`src/rtl/sum_pkg.sv`:
```
// -----------------------------------------------------------------------------
// sum_pkg
//   Shared definitions for the sum_sequencer lab design and its button
//   front end: FSM state encoding, default operand width and debounce
//   length, and a small helper for sizing the debounce counter.
// -----------------------------------------------------------------------------
package sum_pkg;

    // Default operand width in bits.
    localparam int DEF_WIDTH     = 8;

    // Default number of cycles a synchronized level must hold before acceptance.
    localparam int DEF_DB_CYCLES = 4;

    // Sequencer states. The encoding is visible on state_o, so it is fixed.
    typedef enum logic [1:0] {
        S_A    = 2'd0,
        S_B    = 2'd1,
        S_ADD  = 2'd2,
        S_SHOW = 2'd3
    } state_t;

    // Width of a counter that must hold values 0 .. n-1 (at least one bit).
    function automatic int db_cnt_width(input int n);
        int w;
        w = $clog2(n);
        if (w < 1) begin
            w = 1;
        end
        return w;
    endfunction

endpackage : sum_pkg

```
`src/rtl/button_debounce.sv`:
```
// -----------------------------------------------------------------------------
// button_debounce
//   Front end for an active-low push button that is asynchronous to clk:
//   2-flop synchronizer, counting debouncer and falling-edge detector.
//
//   Ports
//     clk       in   system clock
//     reset     in   asynchronous active-low reset
//     w_button  in   raw button, 0 = pressed
//     press     out  one-cycle pulse on each debounced press (1->0 transition)
//
//   After reset the block is "disarmed": it must first see the button
//   released (synchronized level high) for DB_CYCLES consecutive cycles
//   before any press can be reported. This keeps a button that is held
//   through reset deassertion from producing a spurious press.
// -----------------------------------------------------------------------------
module button_debounce
    import sum_pkg::*;
#(
    parameter int DB_CYCLES = DEF_DB_CYCLES
) (
    input  logic clk,
    input  logic reset,
    input  logic w_button,
    output logic press
);

    localparam int CW = db_cnt_width(DB_CYCLES);
    localparam logic [CW-1:0] CNT_LAST = CW'(DB_CYCLES - 1);

    logic          sync1_reg;
    logic          sync2_reg;
    logic          level_reg;   // debounced level, 1 = released
    logic          armed_reg;   // a clean release has been seen since reset
    logic          press_reg;
    logic [CW-1:0] cnt_reg;

    // Condition the counter is timing this cycle. While disarmed we time a
    // stable release; once armed we time a difference from the debounced level.
    logic target;

    always_comb begin
        target = 1'b0;
        if (armed_reg) begin
            target = (sync2_reg != level_reg);
        end else begin
            target = sync2_reg;
        end
    end

    // The synchronizer clears to 0 ("pressed" in raw terms) so that its reset
    // contents can never count toward the release needed to arm the block.
    always_ff @(posedge clk or negedge reset) begin
        if (!reset) begin
            sync1_reg <= 1'b0;
            sync2_reg <= 1'b0;
            level_reg <= 1'b1;
            armed_reg <= 1'b0;
            press_reg <= 1'b0;
            cnt_reg   <= '0;
        end else begin
            sync1_reg <= w_button;
            sync2_reg <= sync1_reg;
            press_reg <= 1'b0;

            if (!target) begin
                // Any glitch back to the current level restarts the timing.
                cnt_reg <= '0;
            end else if (cnt_reg == CNT_LAST) begin
                cnt_reg <= '0;
                if (armed_reg) begin
                    level_reg <= sync2_reg;
                    // Only the debounced fall is an event; release is silent.
                    press_reg <= ~sync2_reg;
                end else begin
                    armed_reg <= 1'b1;
                end
            end else begin
                cnt_reg <= cnt_reg + 1'b1;
            end
        end
    end

    assign press = press_reg;

endmodule : button_debounce

```
`src/rtl/sum_sequencer.sv`:
```
// -----------------------------------------------------------------------------
// sum_sequencer
//   Button-driven two-operand adder. Successive presses load operand A,
//   load operand B, and then the sum is computed and shown. From the show
//   state a press either chains (sum becomes the new A) or restarts with a
//   fresh A from the switches.
//
//   Ports
//     clk       in   system clock
//     reset     in   asynchronous active-low reset
//     w_button  in   raw push button, active-low, asynchronous to clk
//     acc_mode  in   1 = chain the previous sum into A on the next press
//     switch1   in   [WIDTH]   operand source
//     op_a      out  [WIDTH]   registered operand A
//     op_b      out  [WIDTH]   registered operand B
//     sum       out  [WIDTH+1] registered A+B, MSB = carry
//     diod      out  carry LED, equals sum[WIDTH]
//     ovf       out  sticky carry over the current accumulate chain
//     state_o   out  [2]       current state encoding
// -----------------------------------------------------------------------------
module sum_sequencer
    import sum_pkg::*;
#(
    parameter int WIDTH     = DEF_WIDTH,
    parameter int DB_CYCLES = DEF_DB_CYCLES
) (
    input  logic             clk,
    input  logic             reset,
    input  logic             w_button,
    input  logic             acc_mode,
    input  logic [WIDTH-1:0] switch1,
    output logic [WIDTH-1:0] op_a,
    output logic [WIDTH-1:0] op_b,
    output logic [WIDTH:0]   sum,
    output logic             diod,
    output logic             ovf,
    output logic [1:0]       state_o
);

    logic press;

    button_debounce #(
        .DB_CYCLES (DB_CYCLES)
    ) u_button (
        .clk      (clk),
        .reset    (reset),
        .w_button (w_button),
        .press    (press)
    );

    state_t           state_reg, state_next;
    logic [WIDTH-1:0] op_a_reg,  op_a_next;
    logic [WIDTH-1:0] op_b_reg,  op_b_next;
    logic [WIDTH:0]   sum_reg,   sum_next;
    logic             ovf_reg,   ovf_next;

    // The one adder in the design; its carry lands in the MSB.
    logic [WIDTH:0] add_result;
    assign add_result = {1'b0, op_a_reg} + {1'b0, op_b_reg};

    always_ff @(posedge clk or negedge reset) begin
        if (!reset) begin
            state_reg <= S_A;
            op_a_reg  <= '0;
            op_b_reg  <= '0;
            sum_reg   <= '0;
            ovf_reg   <= 1'b0;
        end else begin
            state_reg <= state_next;
            op_a_reg  <= op_a_next;
            op_b_reg  <= op_b_next;
            sum_reg   <= sum_next;
            ovf_reg   <= ovf_next;
        end
    end

    always_comb begin
        state_next = state_reg;
        op_a_next  = op_a_reg;
        op_b_next  = op_b_reg;
        sum_next   = sum_reg;
        ovf_next   = ovf_reg;

        case (state_reg)
            S_A: begin
                if (press) begin
                    op_a_next  = switch1;
                    ovf_next   = 1'b0;
                    state_next = S_B;
                end
            end

            S_B: begin
                if (press) begin
                    op_b_next  = switch1;
                    state_next = S_ADD;
                end
            end

            // One-cycle compute state; a press landing here is ignored.
            S_ADD: begin
                sum_next   = add_result;
                ovf_next   = ovf_reg | add_result[WIDTH];
                state_next = S_SHOW;
            end

            S_SHOW: begin
                if (press) begin
                    if (acc_mode) begin
                        // Chain: keep B and the sticky carry, sum becomes A.
                        op_a_next = sum_reg[WIDTH-1:0];
                    end else begin
                        // Restart: sum is left on display until the next add.
                        op_a_next = switch1;
                        op_b_next = '0;
                        ovf_next  = 1'b0;
                    end
                    state_next = S_B;
                end
            end

            default: begin
                state_next = S_A;
            end
        endcase
    end

    assign op_a    = op_a_reg;
    assign op_b    = op_b_reg;
    assign sum     = sum_reg;
    assign diod    = sum_reg[WIDTH];
    assign ovf     = ovf_reg;
    assign state_o = state_reg;

endmodule : sum_sequencer
```
`config.mk`:
```
export PLATFORM = sky130hd
export DESIGN_NAME = sum_sequencer
export DESIGN_NICKNAME = d
export VERILOG_FILES = /design/src/rtl/sum_pkg.sv /design/src/rtl/button_debounce.sv /design/src/rtl/sum_sequencer.sv
export SDC_FILE = /design/constraint.sdc
export NUM_CORES = 1
export LEC_CHECK = 0
export ABC_AREA = 1
export ABC_CLOCK_PERIOD_IN_PS = 2600
export CORE_ASPECT_RATIO = 0.7
export CORE_MARGIN = 3
export CORE_UTILIZATION = 56
export CTS_BUF_LIST = sky130_fd_sc_hd__clkbuf_8
export CTS_CLUSTER_DIAMETER = 200
export DETAILED_ROUTE_END_ITERATION = 8
export PLACE_DENSITY = 0.89
export SYNTH_ARGS = -nofsm -noshare
export SYNTH_HDL_FRONTEND = slang
export SYNTH_HIERARCHICAL = 1
export SYNTH_SLANG_ARGS = --single-unit
```
`constraint.sdc`:
```
create_clock -name clk -period 2.6 [get_ports clk]
set_clock_uncertainty 0.2 [all_clocks]
set_input_delay 0.78 -clock clk [delete_from_list [all_inputs] [get_ports clk]]
set_output_delay 0.78 -clock clk [all_outputs]
set_load 0.02 [all_outputs]
```
==> out/results.txt <==
Crit path kind -> flip-flop to output port
Layout area overhead -> 27.8%
PwrDens -> 1180 nW/µm²
Post-detail-place hpwl -> 3110 µm
Reg2Reg Capture Point -> ovf$_DFFE_PN0P_
Mapped Cells -> 226
Total number of vias -> 1,672
CTS clk-pin slew, worst paths -> 0.07 ns
Most common cell after layout, fill and taps aside -> nand2_1
H-Tree Depth -> 2
Worst setup EP type -> output port
Post-route cell area -> 2400 µm²
Setup Buffers After CTS -> 0
CTS Buffer Depth -> 2
Initial antenna violation count -> 0
Dpl cell area -> 2300 µm²
#FFs+latches synth -> 35
Clk root buf -> clkbuf_8
Min Clock Period, post-route -> 2.35 ns
Hold WS -> 0.152 ns
Reg power frac -> 0.326
All-Layer GR Usage -> 0.241
Setup TNS -> 0 ns
Synth Net Count -> 253
Nets -> 297
Critical path data required time -> 1.62 ns
GP Congestion -> 0.827
Drt pass-1 iters -> 4
Vias/cell -> 5.45
Vias in the first global route -> 1,532
Maxcap violations -> 0
Max Fclk -> 0.425 GHz
Worst Max-Slew Pin Slew -> 0.557 ns
DIE AREA -> 4100 µm²
R2R Setup Slk -> 0.61 ns
Post-CTS Hold Buffers -> 0
Critical R2R Launch -> op_a[0]$_DFFE_PN0P_
Status -> complete, no violations
Seq/Total Area, Yosys -> 0.467
Hold crit path type -> flip-flop to flip-flop
Final setup violation count -> 0
Post-cts gate resize count -> 0
Layout cells sized above 1 -> 0.0738
Io pins -> 41
Largest register FFs -> 9
Syn avg cell area -> 8.31 µm²
Final WL -> 4320 µm
Clock sink count -> 35
Combinational fraction of design power -> 0.521
Total gr overflow -> 0
Pint -> 1.59 mW
Post-route ant nets -> 0
First-pass GRT wire length -> 7010 µm
Period utilization -> 0.904
Largest fanout on the critical path -> 6
Clk_lat worst skew -> 0.29 ns
Max VDD drop -> 0.680 mV
Worst reg-to-reg path cell count -> 8
Die height -> 54.5 µm
Core area -> 2980 µm²
Most frequent cells in the layout -> nand2_1, clkdlybuf4s50_1, dfrtp_1, inv_1, o21ai_0
Worst Hold Endpoint -> u_button/sync2_reg$_DFF_PN0_
Synth unique cells -> 26
Power share of the clock group -> 0.153
Leakage -> 1.15 nW
Max-slew violation count -> 0
Starting density of the core -> 0.630
Die width -> 75.2 µm
Warnings, synthesis -> 6
Crit path cell chain -> clkdlybuf4s50_1
First DRT Iteration DRCs -> 116
CTS Buf Count -> 5
PortBufs -> 40
Hold path cells -> 0
Crit path buf inv count -> 1
WL/cell -> 14.1 µm
Hold Startpoint -> u_button/sync1_reg$_DFF_PN0_
Worst stage delay on the critical path -> 0.64 ns
Headroom to the max-slew limit -> 0.626
Std-Cell Rows -> 16
Unrepaired setup endpoints after global routing -> false
CTS tree -> built
CP Data Arrival Time -> 1.37 ns
Diodes inserted -> 0
Cell Area, Synth -> 1880 µm²
CP max stage cell -> clkdlybuf4s50_1
Drt drc -> 0
Sw Pwr -> 1.23 mW
Setup crit start kind -> flip-flop
Switching Share -> 0.436
Cell family contributing the most delay on the critical path -> buffers and inverters
Largest net degree at the start of global routing -> 36
Final hold vios -> 0
## area by class of cell
| cell class | instances | area (µm²) |
|---|---|---|
| sequential | 35 | 877 |
| multi-input combinational | 155 | 846 |
| fill | 210 | 583 |
| timing repair buffer | 42 | 415 |
| inverter | 31 | 116 |
| clock buffer | 7 | 96.3 |
| tap | 36 | 45.0 |
| clock inverter | 1 | 3.75 |
## power groups by stage
stage                     Clock, mW  Combinational [mW]  Sequential, mW
final                         0.431                1.47           0.922
after global routing          0.460                1.64           0.951
after CTS                     0.438                1.47           0.919
after detailed placement          0                1.45           0.925
after global placement            0                1.40           0.923
after floorplan                   0               0.737            1.08
## cells in the mapped netlist
cell	instances	area, µm²
nand3_1	14	70.1
a21oi_1	13	65.1
nor3_1	1	5.00
nor2_2	1	6.26
ha_1	14	175
nand3b_1	1	7.51
inv_1	27	101
a21oi_4	1	16.3
nor2_1	22	82.6
nand2_1	50	188
buf_4	3	22.5
nand3_2	1	10.0
or2_1	1	6.26
dfrtp_1	34	851
a21oi_2	2	17.5
a21boi_0	1	7.51
o21ai_0	28	140
clkinv_1	1	3.75
inv_2	3	11.3
buf_2	1	5.00
fa_1	1	20.0
dfstp_2	1	26.3
o21ai_2	2	17.5
o21ai_1	1	5.00
buf_6	1	11.3
a31oi_1	1	6.26
## how the worst max path moves through the flow
stage	cells past startpoint	from	to	slack, ns
3_5_place_dp	7	acc_mode	ovf$_DFFE_PN0P_	0.29
2_1_floorplan	8	op_a[0]$_DFFE_PN0P_	ovf$_DFFE_PN0P_	0.72
3_3_place_gp	6	acc_mode	op_a[6]$_DFFE_PN0P_	0.40
6_report	1	state_o[0]$_DFFE_PN0P_	state_o[0]	0.25
5_1_grt	1	state_o[0]$_DFFE_PN0P_	state_o[0]	0.19
4_1_cts	1	state_o[0]$_DFFE_PN0P_	state_o[0]	0.24
## metrics by stage
stage	setup slack [ns]	std cells	total power [mW]	util
floorplan	0.722	226	1.82	-
global placement	0.397	299	2.33	0.771
detailed placement	0.290	299	2.38	0.771
CTS	0.244	307	2.83	0.805
global route	0.187	307	3.05	0.805
finish	0.249	307	2.83	0.805
## kinds of logic (layout without fill, tap and decap cells)
family                   count (synthesis)  in the layout  synth area share
buffers and inverters                   36             81            0.0826
flip-flops                              35             35             0.467
AND/OR/NAND/NOR                         91             91             0.200
adder cells (fa/ha/maj)                 15             15             0.104
AO/OA/AOI/OAI                           49             49             0.147
## layer usage
metal,global-route usage,wire [µm]
met5,0,0
met4,0.0640,41
met3,0.0826,311
met2,0.358,1870
met1,0.336,2100
Note: power is estimated with default switching activity, not from simulation.
